<file path="config.mk">
export PLATFORM = sky130hd
export DESIGN_NAME = packet_receiver_flat
export DESIGN_NICKNAME = d
export VERILOG_FILES = /design/src/rtl/packet_receiver_if.sv /design/src/rtl/packet_receiver.sv /design/src/flat_wrapper.sv
export SDC_FILE = /design/constraint.sdc
export NUM_CORES = 1
export LEC_CHECK = 0
export ABC_AREA = 1
export CORE_AREA = 2 2 215 111
export CTS_CLUSTER_DIAMETER = 80
export DETAILED_ROUTE_END_ITERATION = 8
export DIE_AREA = 0 0 217 113
export GPL_ROUTABILITY_DRIVEN = 0
export PLACE_DENSITY = 0.46
export SLEW_MARGIN = 20
export SYNTH_ARGS = -nofsm -noshare
export SYNTH_HDL_FRONTEND = slang
export SYNTH_SLANG_ARGS = --single-unit
export TNS_END_PERCENT = 10
</file>
<file path="constraint.sdc">
create_clock -name clk -period 9.4 [get_ports clk]
set_input_delay 0.94 -clock clk [delete_from_list [all_inputs] [get_ports clk]]
set_output_delay 0.94 -clock clk [all_outputs]
set_load 0.02 [all_outputs]
</file>
<file path="src/rtl/packet_receiver_if.sv">
// packet_receiver_if: flit handshake between the switch local port and the receiver
interface packet_receiver_if #(
   parameter int DATA_SIZE = 8,
   parameter int ADDR_SIZE = 4
);
   localparam int FLIT_SIZE = DATA_SIZE + ADDR_SIZE + 1;
   logic [FLIT_SIZE-1:0] data_i;
   logic                 wr_ready_in;
   logic                 r_ready_out;
   modport master (output data_i, output wr_ready_in, input r_ready_out);
   modport slave  (input data_i, input wr_ready_in, output r_ready_out);
endinterface

</file>
<file path="src/rtl/packet_receiver.sv">
// packet_receiver: reassembles switch flits into packets, checks address/length, keeps counts
module packet_receiver #(
   parameter int DATA_SIZE      = 8,
   parameter int ADDR_SIZE      = 4,
   parameter int ADDR           = 0,
   parameter int MAX_PACK_LEN   = 8,
   parameter int READ_DELAY     = 0,
   parameter int EXPECTED_PACKS = 0,
   localparam int FLIT_SIZE     = DATA_SIZE + ADDR_SIZE + 1,
   localparam int LEN_W         = $clog2(MAX_PACK_LEN + 1)
) (
   input  logic                 clk,
   input  logic                 a_rst,
   packet_receiver_if.slave     bus,
   output logic [31:0]          recv_packs,
   output logic [31:0]          recv_flits,
   output logic [15:0]          err_cnt,
   output logic                 err_flag,
   output logic [LEN_W-1:0]     last_len,
   output logic [DATA_SIZE-1:0] last_data,
   output logic                 pkt_done,
   output logic                 all_recv
);
   typedef enum logic [1:0] {IDLE, BODY, HOLD} state_t;
   localparam logic [7:0] DLY_M1  = 8'(READ_DELAY - 1);
   localparam bit         HAS_DLY = READ_DELAY != 0;
   state_t                 r_state, w_next;
   logic                   r_ready;
   logic [7:0]             r_dly;
   logic [LEN_W-1:0]       r_cnt, w_cnt1;
   logic [ADDR_SIZE-1:0]   r_cur_addr, w_addr;
   logic                   r_perr, r_serr;
   logic [31:0]            r_recv_packs, r_recv_flits;
   logic [15:0]            r_err_cnt;
   logic                   r_err_flag, r_pkt_done;
   logic [LEN_W-1:0]       r_last_len;
   logic [DATA_SIZE-1:0]   r_last_data, w_data;
   logic                   w_tail, w_acc, w_head, w_aerr, w_serr, w_lerr, w_close, w_bad;
   logic [1:0]             w_nerr;
   logic [16:0]            w_err_sum;
   // Decode the flit, classify its errors and pick the next FSM state
   always_comb begin
      w_tail    = bus.data_i[FLIT_SIZE-1];
      w_addr    = bus.data_i[DATA_SIZE +: ADDR_SIZE];
      w_data    = bus.data_i[DATA_SIZE-1:0];
      w_acc     = bus.wr_ready_in && r_ready;
      w_head    = r_state == IDLE;
      w_cnt1    = w_head ? LEN_W'(1) : r_cnt + LEN_W'(1);
      w_aerr    = w_head && (w_addr != ADDR_SIZE'(ADDR));
      w_serr    = !w_head && !r_serr && (w_addr != r_cur_addr);
      w_lerr    = !w_tail && (w_cnt1 == LEN_W'(MAX_PACK_LEN));
      w_close   = w_tail || w_lerr;
      w_bad     = (!w_head && r_perr) || w_aerr || w_serr || w_lerr;
      w_nerr    = 2'(w_aerr) + 2'(w_serr) + 2'(w_lerr);
      w_err_sum = {1'b0, r_err_cnt} + 17'(w_nerr);
      w_next    = r_state;
      if (r_state == HOLD)
         w_next = (r_dly == 8'd0) ? ((r_cnt != '0) ? BODY : IDLE) : HOLD;
      else if (w_acc)
         w_next = HAS_DLY ? HOLD : (w_close ? IDLE : BODY);
   end
   // FSM state register
   always_ff @(posedge clk or posedge a_rst) begin
      if (a_rst) r_state <= IDLE;
      else       r_state <= w_next;
   end
   // Registered ready and throttle down-counter; ready drops on the accepting edge
   always_ff @(posedge clk or posedge a_rst) begin
      if (a_rst) begin
         r_ready <= 1'b0;
         r_dly   <= 8'd0;
      end else begin
         r_ready <= w_next != HOLD;
         r_dly   <= w_acc ? DLY_M1 : (r_state == HOLD ? r_dly - 8'd1 : r_dly);
      end
   end
   // Packet bookkeeping and statistics, all updated on the accepting edge
   always_ff @(posedge clk or posedge a_rst) begin
      if (a_rst) begin
         r_cnt        <= '0;
         r_cur_addr   <= '0;
         r_perr       <= 1'b0;
         r_serr       <= 1'b0;
         r_recv_packs <= '0;
         r_recv_flits <= '0;
         r_err_cnt    <= '0;
         r_err_flag   <= 1'b0;
         r_last_len   <= '0;
         r_last_data  <= '0;
         r_pkt_done   <= 1'b0;
      end else begin
         r_pkt_done <= 1'b0;
         if (w_acc) begin
            r_recv_flits <= r_recv_flits + 32'd1;
            r_last_data  <= w_data;
            r_cur_addr   <= w_head ? w_addr : r_cur_addr;
            r_cnt        <= w_close ? '0 : w_cnt1;
            r_perr       <= !w_close && w_bad;
            r_serr       <= !w_close && (w_serr || (!w_head && r_serr));
            r_err_cnt    <= w_err_sum[16] ? 16'hFFFF : w_err_sum[15:0];
            r_err_flag   <= r_err_flag || (w_nerr != 2'd0);
            if (w_close) begin
               r_last_len   <= w_cnt1;
               r_pkt_done   <= 1'b1;
               r_recv_packs <= r_recv_packs + 32'(!w_bad);
            end
         end
      end
   end
   assign bus.r_ready_out = r_ready;
   assign recv_packs      = r_recv_packs;
   assign recv_flits      = r_recv_flits;
   assign err_cnt         = r_err_cnt;
   assign err_flag        = r_err_flag;
   assign last_len        = r_last_len;
   assign last_data       = r_last_data;
   assign pkt_done        = r_pkt_done;
   assign all_recv        = (EXPECTED_PACKS != 0) && (r_recv_packs >= 32'(EXPECTED_PACKS));
endmodule

</file>
<file path="src/flat_wrapper.sv">
// flat-port wrapper written by rule: the top's interface ports become plain ports
module packet_receiver_flat 
#(
   parameter int DATA_SIZE      = 8,
   parameter int ADDR_SIZE      = 4,
   parameter int ADDR           = 0,
   parameter int MAX_PACK_LEN   = 8,
   parameter int READ_DELAY     = 0,
   parameter int EXPECTED_PACKS = 0,
   localparam int FLIT_SIZE     = DATA_SIZE + ADDR_SIZE + 1,
   localparam int LEN_W         = $clog2(MAX_PACK_LEN + 1)
)
  (clk, a_rst, recv_packs, recv_flits, err_cnt, err_flag, last_len, last_data, pkt_done, all_recv, bus_data_i, bus_wr_ready_in, bus_r_ready_out);
  packet_receiver_if #(.DATA_SIZE(DATA_SIZE), .ADDR_SIZE(ADDR_SIZE)) bus_i ();
  input  logic clk;
  input  logic a_rst;
  output logic [31:0] recv_packs;
  output logic [31:0] recv_flits;
  output logic [15:0] err_cnt;
  output logic err_flag;
  output logic [LEN_W-1:0] last_len;
  output logic [DATA_SIZE-1:0] last_data;
  output logic pkt_done;
  output logic all_recv;
  input wire logic [$bits(bus_i.data_i)-1:0] bus_data_i;
  input wire logic [$bits(bus_i.wr_ready_in)-1:0] bus_wr_ready_in;
  output wire logic [$bits(bus_i.r_ready_out)-1:0] bus_r_ready_out;
  assign bus_i.data_i = bus_data_i;
  assign bus_i.wr_ready_in = bus_wr_ready_in;
  assign bus_r_ready_out = bus_i.r_ready_out;
  packet_receiver #(.DATA_SIZE(DATA_SIZE), .ADDR_SIZE(ADDR_SIZE), .ADDR(ADDR), .MAX_PACK_LEN(MAX_PACK_LEN), .READ_DELAY(READ_DELAY), .EXPECTED_PACKS(EXPECTED_PACKS)) u_core (.clk(clk), .a_rst(a_rst), .bus(bus_i), .recv_packs(recv_packs), .recv_flits(recv_flits), .err_cnt(err_cnt), .err_flag(err_flag), .last_len(last_len), .last_data(last_data), .pkt_done(pkt_done), .all_recv(all_recv));
endmodule
</file>
==> run summary, run 1 <==
Status - finished clean
Fraction of layout cells with a size suffix above 1 - 0.05915
Total gr overflow - 0
Main combinational cell family by area after synthesis - simple AND/OR/NAND/NOR gates
WP data arrival - 4000 ps
Largest net degree at the start of global routing - 75
Die width - 217 µm
RSZ-0062 raised after global routing - false
Clock latency on the worst-skew pair - 430 ps
Post-layout min period - 3720 ps
Synthesized area - 6690 µm²
Port-buffer cells - 110
Initial Utilization - 0.2968
Std cell rows - 39
Relative slew margins - 0.5243
Gr usage total - 0.1624
Vias in the first global route - 5932
CP startpoint - u_core.r_cnt[0]
R2R setup slack - 5680 ps
FILL cells - 2389
Area of the multi-input gates - 3427 µm²
Crit-path slowest cell - fa_1
Nets - 1079
Hold bufs inserted after CTS - 0
Final Worst Setup Slack - 5680 ps
Top Family by Delay on Critical Path - adder cells
Fin. Hold Viols - 0
Chip height - 113 µm
Crit Path Max Fanout - 13
Most used cell along the critical path - inv_1
Max-cap violations - 0
Global-route wire length before repair - 30.99 mm
CTS Buffer Depth - 2
Pwr Density - 199.3 nW/µm²
Routed WL per cell - 13.57 µm
Clock net sink count - 115
Hold Startpoint - u_core.last_len[0]
Area share of fa/ha/maj cells after synthesis - 0.02095
Core area - 22540 µm²
Flip-flop and latch count after synthesis - 115
Synthesis-to-finish area growth - 29.96%
Ant diodes - 0
First-pass DRT Iterations - 4
Synth warnings - 0
Synth Area in XOR/XNOR - 0.04844
Share of the yosys chip area belonging to registers - 0.4301
H-Tree Level Count - 4
Vias per inst - 4.452
Compound-Gate Fraction of Synth Area - 0.02731
IO Pins - 112
Crit. End Element - register
Initial antenna violation count - 0
Slew Limit Fails - 0
Synth Area per Inst - 7.125 µm²
Antenna Nets Post-Route - 0
Simple-gate share of the synthesized area - 0.4133
Total wire length - 18.62 mm
Syn Inst Count - 939
Clock edge transition at the registers on the reported setup and hold paths - 50 ps
Mux share of post-synthesis cell area - 0.001683
Critical path cell sequence - inv_1 > ha_1 > inv_1 > nand2_2 > nor2_4 > nand2_4 > nor2_1 > inv_1 > fa_1 > inv_1 > ha_1 > fa_1 > nand3_1 > nor2_2 > nand3b_1 > nor2_1 > nand3_1 > o21ai_0
Cts bufs inserted - 17
Critical path buffers and inverters - 4
Syn Nets - 965
Total area of sequential cells - 2878 µm²
Startpoint Class - register
Skew final - 5.101 ps
Final Core Density - 0.3857
Final TNS setup - 0 ps
Die ar. - 24520 µm²
Via count - 6108
Detailed placer's ending HPWL - 13.34 mm
Final setup fails - 0
Fmax - 268.8 MHz
Total power - 1.733 mW
DP Worst Slack - 5287 ps
Unique cell type count in the Yosys netlist - 35
Initial detailed-routing violation count - 301
Start of the worst register-to-register path - u_core.r_cnt[0]
Post-CTS sizing - 0
Worst Tran Pin Value - 713.5 ps
WHS - 472.1 ps
Class of the worst hold path - reg2reg
Root buffer cell - clkbuf_16
CTS tree - yes
Post-CTS Setup Bufs - 0
DRC violation count after routing - 0
Final period util - 0.3958
Worst Path Required - 9680 ps
Leak - 3.965 nW
Slowest cell delay on critical path - 540 ps
Setup Crit Path Kind - reg2reg
Peak VDD IR - 95.02 µV
## worst register-to-register path, stage by stage (launching register included)
cell	delay, ps
dfrtp_1	410
inv_1	150
ha_1	250
inv_1	90
nand2_2	70
nor2_4	120
nand2_4	80
nor2_1	200
inv_1	90
fa_1	540
inv_1	60
ha_1	200
fa_1	400
nand3_1	110
nor2_2	60
nand3b_1	90
nor2_1	70
nand3_1	410
o21ai_0	180
## report_power, final
group	internal [mW]	leakage (nW)	switching (mW)	total [mW]
registers	0.563	1.47	0.0738	0.636
logic	0.178	2.20	0.250	0.428
clock network	0.433	0.302	0.236	0.668
total	1.17	3.97	0.560	1.73
## sequential cells by signal, indices dropped and copies added, names as in the netlist, 2 cells and up
name and flops:
u_core.err_cnt 16, u_core.last_data 8, u_core.last_len 4, u_core.r_cnt 4, u_core.r_cur_addr 4, u_core.r_dly 8, u_core.r_state 2, u_core.recv_flits 32
u_core.recv_packs 32
## Yosys cell counts, drive strengths merged
| master | instances | area, µm² |
|---|---|---|
| nor2 | 137 | 566.8 |
| fa | 2 | 40.04 |
| or2 | 4 | 25.03 |
| nor3 | 9 | 50.05 |
| nand4 | 10 | 62.56 |
| o21ai | 27 | 135.1 |
| mux2 | 1 | 11.26 |
| o31ai | 1 | 7.510 |
| inv | 72 | 270.3 |
| xnor2 | 11 | 96.34 |
| nand3 | 56 | 290.3 |
| ha | 8 | 100.1 |
| buf | 16 | 107.6 |
| o21bai | 1 | 7.510 |
| nand3b | 25 | 187.7 |
| dfrtp | 115 | 2878 |
| conb | 1 | 3.750 |
| o22ai | 1 | 6.260 |
| xor2 | 26 | 227.7 |
| nand2 | 411 | 1583 |
| a21oi | 3 | 26.28 |
| clkbuf | 2 | 7.510 |
## stage by stage
step / instance area, µm² / cells
2_1_floorplan: 6690 / 939
3_3_place_gp: 8085 / 1341
3_5_place_dp: 8085 / 1341
4_1_cts: 8691 / 1372
5_1_grt: 8695 / 1372
6_report: 8695 / 1372
## cell usage in the layout, fill, tap and decap left out, types with 2 or more instances in the layout
master and n:
nand3_2 2, nand3_1 54, xor2_1 26, nand2_2 4
nor2_2 6, fa_1 2, clkbuf_16 17, nand2_1 403
inv_2 3, clkbuf_8 10, o21ai_0 26, ha_1 8
a21oi_1 2, nand4_1 10, nand3b_1 25, buf_4 2
xnor2_1 11, nor2_4 5, inv_1 68, nor2_1 126
nor3_1 8, dfrtp_1 115, clkbuf_1 2, nand2_4 4
or2_2 3, clkdlybuf4s50_1 110
## worst paths after layout
kind                            cells after the start                    end
worst max-delay path                               18      u_core.err_cnt[2]
max in group asynchronous                           3  u_core.recv_packs[30]
worst min-delay path                                2     u_core.last_len[0]
worst min register to register                      2     u_core.last_len[0]
worst max register to register                     18      u_core.err_cnt[2]
min in group asynchronous                           2  u_core.recv_packs[29]
## metal layers
| layer | vias up | wire length (µm) | global-route usage |
|---|---|---|---|
| li1 | 3155 | - | - |
| met5 | - | 0 | 0 |
| met4 | 0 | 181 | 0.04521 |
| met2 | 100 | 8195 | 0.2524 |
| met3 | 13 | 991 | 0.05457 |
| met1 | 2840 | 9252 | 0.2160 |
## area by class of cell
| cell class | count | share of cell area |
|---|---|---|
| clock buffers | 29 | 0.06562 |
| clock inverters | 2 | 0.004029 |
| inverters | 72 | 0.03137 |
| multi-input cells | 734 | 0.3942 |
| flip-flops and latches | 115 | 0.3310 |
| well taps | 307 | 0.04418 |
| repair buffers | 113 | 0.1297 |
## kinds of logic (layout without fill, tap and decap cells)
family	count (synthesis)	count (layout)
flops	115	115
mux	1	1
compound gates	33	33
fa+ha+maj	10	10
xor+xnor	37	37
other cells	1	1
buf+inv	90	216
simple gates	652	652
No activity file was read; power rests on OpenSTA's default activity.
==> inputs of run 2 (changes only) <==
==> constraint.sdc (replaced) <==
create_clock -name clk -period 3.44 [get_ports clk]
set_input_delay 0.344 -clock clk [delete_from_list [all_inputs] [get_ports clk]]
set_output_delay 0.344 -clock clk [all_outputs]
set_load 0.02 [all_outputs]
==> run summary, run 2 (synthesis results as in run 1) <==
Internal - 3.208 mW (was 1.173 mW)
Commonest non-fill, non-tap cell in the layout - nand2_1 (unchanged)
Total gr overflow - 0 (unchanged)
Peak VDD IR - 263.5 µV (was 95.02 µV)
Antenna Nets Post-Route - 0 (unchanged)
Fraction of layout cells with a size suffix above 1 - 0.06829 (was 0.05915)
Worst Path Required - 3740 ps (was 9680 ps)
Fin. Hold Viols - 0 (unchanged)
Port-buffer cells - 110 (unchanged)
Switching share of power - 0.3258 (was 0.3232)
Initial antenna violation count - 0 (unchanged)
Die ar. - 24520 µm² (unchanged)
Core area - 22540 µm² (unchanged)
FILL cells - 2386 (was 2389)
Slew Limit Fails - 0 (unchanged)
Routed WL per cell - 13.75 µm (was 13.57 µm)
Post-layout min period - 3192 ps (was 3720 ps)
Root buffer cell - clkbuf_16 (unchanged)
WP data arrival - 3490 ps (was 4000 ps)
Slowest cell delay on critical path - 530 ps (was 540 ps)
Die width - 217 µm (unchanged)
CTS Buffer Depth - 2 (unchanged)
Layer with the highest usage - met2 (unchanged)
Sw power - 1.550 mW (was 0.5602 mW)
Via count - 6097 (was 6108)
Skew final - 9.304 ps (was 5.101 ps)
Total wire length - 18.93 mm (was 18.62 mm)
Crit. End Element - register (unchanged)
Grt met1 use - 0.2203 (was 0.2160)
RSZ-0062 raised after global routing - false (unchanged)
Std cell rows - 39 (unchanged)
Ant diodes - 0 (unchanged)
Clk pwr share - 0.380 (was 0.386)
R2R cell count - 19 (was 18)
H-Tree Level Count - 4 (unchanged)
Fmax - 313.3 MHz (was 268.8 MHz)
Area of the multi-input gates - 3455 µm² (was 3427 µm²)
Cts bufs inserted - 17 (unchanged)
Nets - 1084 (was 1079)
Largest net degree at the start of global routing - 54 (was 75)
Relative slew margins - 0.5321 (was 0.5243)
Flop pwr share - 0.367 (about the same)
Grt met3 use - 0.04516 (was 0.05457)
Final setup fails - 0 (unchanged)
Max-cap violations - 0 (unchanged)
Crit-path slowest cell - fa_1 (unchanged)
Synthesis-to-finish area growth - 31.01% (was 29.96%)
DRC violation count after routing - 0 (unchanged)
Global-route wire length before repair - 31.36 mm (was 30.99 mm)
Final TNS setup - 0 ps (unchanged)
Startpoint Class - register (unchanged)
Total area of sequential cells - 2878 µm² (unchanged)
Part of the power in combinational logic - 0.254 (was 0.247)
Initial detailed-routing violation count - 372 (was 301)
Vias in the first global route - 6002 (was 5932)
Initial Utilization - 0.2968 (unchanged)
Detailed placer's ending HPWL - 13.59 mm (was 13.34 mm)
Chip height - 113 µm (unchanged)
Leak - 3.989 nW (was 3.965 nW)
Pwr Density - 542.9 nW/µm² (was 199.3 nW/µm²)
Status - finished clean (unchanged)
IO Pins - 112 (unchanged)
Clock latency on the worst-skew pair - 430 ps (about the same)
Grt met2 use - 0.2535 (was 0.2524)
Clock edge transition at the registers on the reported setup and hold paths - 60 ps (was 50 ps)
Critical path cell sequence - inv_2 > ha_1 > inv_1 > nand2_2 > nor2_4 > nand2_4 > nor2_2 > inv_1 > fa_1 > inv_1 > ha_1 > fa_2 > nand3_2 > nor2_4 > nand3b_1 > nor2_2 > nand3_2 > buf_12 > o21ai_0 (was inv_1 > ha_1 > inv_1 > nand2_2 > nor2_4 > nand2_4 > nor2_1 > inv_1 > fa_1 > inv_1 > ha_1 > fa_1 > nand3_1 > nor2_2 > nand3b_1 > nor2_1 > nand3_1 > o21ai_0)
First-pass DRT Iterations - 5 (was 4)
Hold bufs inserted after CTS - 0 (unchanged)
Worst Tran Pin Value - 701.9 ps (was 713.5 ps)
CTS tree - yes (unchanged)
Class of the worst hold path - in2async (was reg2reg)
WHS - 388.3 ps (was 472.1 ps)
Gr usage total - 0.1642 (was 0.1624)
Most used cell along the critical path - inv_1 (unchanged)
Clock net sink count - 115 (unchanged)
Crit Path Max Fanout - 13 (unchanged)
Vias per inst - 4.431 (was 4.452)
Final period util - 0.9280 (was 0.3958)
Setup Crit Path Kind - reg2reg (unchanged)
Most frequent cells in the layout - 403 x nand2_1, 124 x nor2_1, 115 x dfrtp_1, 110 x clkdlybuf4s50_1, 67 x inv_1 (was 403 x nand2_1, 126 x nor2_1, 115 x dfrtp_1, 110 x clkdlybuf4s50_1, 68 x inv_1)
==> run 2: timing repair <==
item,CTS,global route
gates resized for setup,0,8
setup endpoints to repair,0,14
buffers inserted,0,1
==> run 2: worst max-delay path, delay by kind of cell, from the launching register on <==
kind	cells	cell delay, ps
adders and majority gates	4	1390
and+or+nand+nor	9	810
buffers and inverters	5	420
DFF	1	390
AOI/OAI and AO/OA	1	70
==> run 2: final cells by class <==
cell class,count,area share
Multi-Input combinational cell,734,0.3941
Clock inverter,4,0.007994
Clock buffer,26,0.05924
Inverter,72,0.03112
Sequential cell,115,0.3283
Timing Repair Buffer,118,0.1353
Tap cell,307,0.04383
==> run 2: layer usage <==
metal  part of all wire  up-vias
li1                   -     3167
met1               0.50     2806
met2               0.44      100
met3              0.043       24
met4              0.017        0
met5                  0        -
==> run 2: power groups by stage <==
| stage | Combinational [mW] | Sequential [mW] | Clock [mW] |
|---|---|---|---|
| 3_5_place_dp | 1.21 | 1.77 | 0 |
| 2_1_floorplan | 0.587 | 1.88 | 0 |
| 5_1_grt | 1.35 | 1.78 | 1.93 |
| 3_3_place_gp | 1.19 | 1.77 | 0 |
| 4_1_cts | 1.21 | 1.75 | 1.86 |
| 6_report | 1.21 | 1.75 | 1.81 |
==> run 2: path summary, 6_finish.rpt <==
kind                                         start                  end  slack (ps)
worst min-delay path                         a_rst   u_core.last_len[3]         390
max in group asynchronous                    a_rst  u_core.last_data[6]        2250
min in group clk                     bus_data_i[2]  u_core.last_data[2]         450
worst min register to register  u_core.last_len[2]   u_core.last_len[2]         470
worst max register to register     u_core.r_cnt[0]    u_core.err_cnt[2]         250
worst max-delay path               u_core.r_cnt[0]    u_core.err_cnt[2]         250
==> run 2: metrics by stage <==
step | utilization | area [µm²] | total power [mW] | setup slack [ps] | std cells
after floorplan | - | 6690 | 2.464 | 51.94 | 939
after global placement | 0.3611 | 8140 | 2.958 | 110.4 | 1345
after detailed placement | 0.3611 | 8140 | 2.971 | 91.24 | 1345
after CTS | 0.3872 | 8730 | 4.818 | 69.53 | 1375
after global routing | 0.3888 | 8765 | 5.059 | 36.31 | 1376
final | 0.3888 | 8765 | 4.758 | 247.7 | 1376
==> inputs of run 3 (changes only) <==
--- a/config.mk
+++ b/config.mk
@@ -5,13 +5,12 @@
 export SDC_FILE = /design/constraint.sdc
 export NUM_CORES = 1
 export LEC_CHECK = 0
-export ABC_AREA = 1
-export CORE_AREA = 2 2 215 111
+export CORE_AREA = 2 2 156 82
 export CTS_CLUSTER_DIAMETER = 80
 export DETAILED_ROUTE_END_ITERATION = 8
-export DIE_AREA = 0 0 217 113
+export DIE_AREA = 0 0 158 84
 export GPL_ROUTABILITY_DRIVEN = 0
-export PLACE_DENSITY = 0.46
+export PLACE_DENSITY = 0.72
 export SLEW_MARGIN = 20
 export SYNTH_ARGS = -nofsm -noshare
 export SYNTH_HDL_FRONTEND = slang
==> constraint.sdc (replaced) <==
create_clock -name clk -period 2.9 [get_ports clk]
set_input_delay 0.29 -clock clk [delete_from_list [all_inputs] [get_ports clk]]
set_output_delay 0.29 -clock clk [all_outputs]
set_load 0.02 [all_outputs]
==> run summary, run 3 <==
CTS tree - yes (unchanged)
Top Family by Delay on Critical Path - adder cells (unchanged)
Final period util - 1.167 (was 0.9280)
Initial antenna violation count - 0 (unchanged)
Nets - 703 (was 1084)
Most frequent cells in the layout - 113 x dfrtp_1, 110 x clkdlybuf4s50_1, 85 x nand2_1, 40 x buf_4, 39 x xor2_1 (was 403 x nand2_1, 124 x nor2_1, 115 x dfrtp_1, 110 x clkdlybuf4s50_1, 67 x inv_1)
Root buffer cell - clkbuf_16 (unchanged)
Synth warnings - 0 (unchanged)
Crit-path slowest cell - fa_1 (unchanged)
Worst Path Required - 3180 ps (was 3740 ps)
R2R setup slack - -480 ps (was 250 ps)
Pwr Density - 642.6 nW/µm² (was 542.9 nW/µm²)
Synth Area per Inst - 10.52 µm² (was 7.125 µm²)
Hold bufs inserted after CTS - 0 (unchanged)
Antenna Nets Post-Route - 0 (unchanged)
Cts bufs inserted - 17 (unchanged)
Peak VDD IR - 367.7 µV (was 263.5 µV)
Post-layout min period - 3385 ps (was 3192 ps)
Top-count cell post-synth - dfrtp_1 (was nand2_1)
Port-buffer cells - 110 (unchanged)
Clock latency on the worst-skew pair - 410 ps (was 430 ps)
Startpoint Class - register (unchanged)
Initial detailed-routing violation count - 412 (was 372)
Start of the worst register-to-register path - u_core.r_cnt[0] (unchanged)
Top-area cell type share of the netlist area - 0.5252 (was 0.4301)
Unique cell type count in the Yosys netlist - 55 (was 35)
Share of the yosys chip area belonging to registers - 0.5252 (was 0.4301)
RSZ-0062 raised after global routing - true (was false)
Slew Limit Fails - 0 (unchanged)
Fraction of layout cells with a size suffix above 1 - 0.1727 (was 0.06829)
Slowest cell delay on critical path - 530 ps (about the same)
Detailed placer's ending HPWL - 10.05 mm (was 13.59 mm)
Largest net degree at the start of global routing - 43 (was 54)
Crit Path Max Fanout - 4 (was 13)
CTS Buffer Depth - 2 (unchanged)
Commonest cells post-synth - 115 x dfrtp_1, 86 x nand2_1, 40 x xnor2_1, 40 x xor2_1, 35 x nor2_1 (was 403 x nand2_1, 126 x nor2_1, 115 x dfrtp_1)
Max-cap violations - 0 (unchanged)
Flip-flop and latch count after synthesis - 115 (unchanged)
Synthesized area - 5479 µm² (was 6690 µm²)
Class of the worst hold path - in2async (unchanged)
Total gr overflow - 0 (unchanged)
Clock edge transition at the registers on the reported setup and hold paths - 60 ps (about the same)
Relative slew margins - 0.5997 (was 0.5321)
R2R cell count - 14 (was 19)
Post-synth top flop - dfrtp_1 (unchanged)
Leak - 3.457 nW (was 3.989 nW)
Die width - 158 µm (was 217 µm)
Fmax - 295.4 MHz (was 313.3 MHz)
Final setup fails - 16 (was 0)
Fin. Hold Viols - 0 (unchanged)
IO Pins - 112 (unchanged)
Most used cell along the critical path - ha_4 (was inv_1)
FILL cells - 966 (was 2386)
WHS - 232.3 ps (was 388.3 ps)
Top cell type by total area after synthesis - dfrtp_1 (unchanged)
Initial Utilization - 0.4521 (was 0.2968)
H-Tree Level Count - 4 (unchanged)
WP data arrival - 3670 ps (was 3490 ps)
Crit. End Element - register (unchanged)
Final Worst Setup Slack - -484.9 ps (was 247.7 ps)
Vias per inst - 5.335 (was 4.431)
Critical path cell sequence - ha_4 > xnor2_2 > nor3b_4 > nand2_2 > or2_4 > fa_1 > inv_2 > ha_4 > fa_2 > and4_4 > and4bb_4 > nand3_4 > xor2_2 > nand2_1 (was inv_2 > ha_1 > inv_1 > nand2_2 > nor2_4 > nand2_4 > nor2_2 > inv_1 > fa_1 > inv_1 > ha_1 > fa_2 > nand3_2 > nor2_4 > nand3b_1 > nor2_2 > nand3_2 > buf_12 > o21ai_0)
Status - finished, violations left (was finished clean)
Clock net sink count - 115 (unchanged)
Via count - 4583 (was 6097)
Top post-synthesis cells by area - dfrtp_1 53%, xnor2_1 6.4%, xor2_1 6.4% (was dfrtp_1 43%, nand2_1 23%, nor2_1 7.1%)
Die ar. - 13270 µm² (was 24520 µm²)
Syn Inst Count - 521 (was 939)
Setup Crit Path Kind - reg2reg (unchanged)
Failing checks - setup timing
Post-synth EDFFs - 0 (unchanged)
Final Core Density - 0.6405 (was 0.3888)
Critical path buffers and inverters - 1 (was 5)
Syn Nets - 547 (was 965)
Synthesis-to-finish area growth - 41.68% (was 31.01%)
Worst Tran Pin Value - 595.0 ps (was 701.9 ps)
Fraction of registers with async set/reset - 1.000 (unchanged)
Std cell rows - 29 (was 39)
Vias in the first global route - 4579 (was 6002)
Gr usage total - 0.2264 (was 0.1642)
RR Endpoint - u_core.err_cnt[14] (was u_core.err_cnt[2])
Total power - 4.989 mW (was 4.758 mW)
Total wire length - 14.38 mm (was 18.93 mm)
Core area - 12120 µm² (was 22540 µm²)
Ant diodes - 0 (unchanged)
Commonest non-fill, non-tap cell in the layout - dfrtp_1 (was nand2_1)
Skew final - 10.14 ps (was 9.304 ps)
Chip height - 84 µm (was 113 µm)
Routed WL per cell - 16.74 µm (was 13.75 µm)
Global-route wire length before repair - 23.49 mm (was 31.36 mm)
First-pass DRT Iterations - 5 (unchanged)
DRC violation count after routing - 0 (unchanged)
-- run 3: metal layers --
layer  vias up  track usage  routed length, µm
li1       2116            -                  -
met4         0      0.08354                232
met3        25      0.04984                738
met5         -            0                  0
met1      2285       0.3403               7033
met2       157       0.3190               6380
-- run 3: kinds of logic after synthesis --
group / count (synthesis) / synth area share
compound gates: 32 / 0.03814
xor+xnor: 80 / 0.1279
fa+ha+maj: 10 / 0.02558
buf+inv: 27 / 0.02306
flops: 115 / 0.5252
mux: 5 / 0.01073
other cells: 1 / 0.0006844
simple gates: 251 / 0.2487
-- run 3: report_power, final --
part           internal [mW]  total (mW)  switching (mW)  leakage, nW
Sequential              1.75        1.94           0.189         1.47
Clock                   1.43        2.15           0.721        0.300
Combinational          0.435       0.903           0.468         1.68
-- run 3: timing repair --
action	4_1_cts	5_1_grt
pin swaps	4	5
resized for setup	7	5
setup endpoints to repair	16	23
cloned	0	0
setup buffers	3	0
-- run 3: cell type report --
type / count / area, µm² / share of cell area
timing repair buffer: 151 / 1421 / 0.1831
clock buffer: 21 / 480.5 / 0.06190
sequential: 115 / 2880 / 0.3711
inverter: 13 / 52.55 / 0.006770
multi-input combinational: 379 / 2585 / 0.3330
clock inverter: 10 / 130.1 / 0.01676
tap: 170 / 212.7 / 0.02740
-- run 3: how the worst max path moves through the flow --
stage                               start                 end  slack [ps]  cells past startpoint
final                     u_core.r_cnt[0]  u_core.err_cnt[14]        -480                     14
after global routing      u_core.r_cnt[1]  u_core.err_cnt[14]        -600                     14
after CTS                 u_core.r_cnt[0]  u_core.err_cnt[14]        -440                     14
after detailed placement    bus_data_i[9]   u_core.err_cnt[0]        -640                     12
after global placement      bus_data_i[8]   u_core.err_cnt[9]        -520                     12
after floorplan           u_core.r_cnt[0]   u_core.err_cnt[8]        -380                     14
-- run 3: per-stage QoR --
stage                     cell area (µm²)  worst slack [ps]  instances  setup TNS, ps
after global placement               7066            -515.0        825          -8755
after detailed placement             7066            -637.1        825         -11190
after global routing                 7762            -596.2        859          -8279
after floorplan                      5542            -381.3        521          -5446
final                                7762            -484.9        859          -6139
after CTS                            7732            -441.7        859          -5789
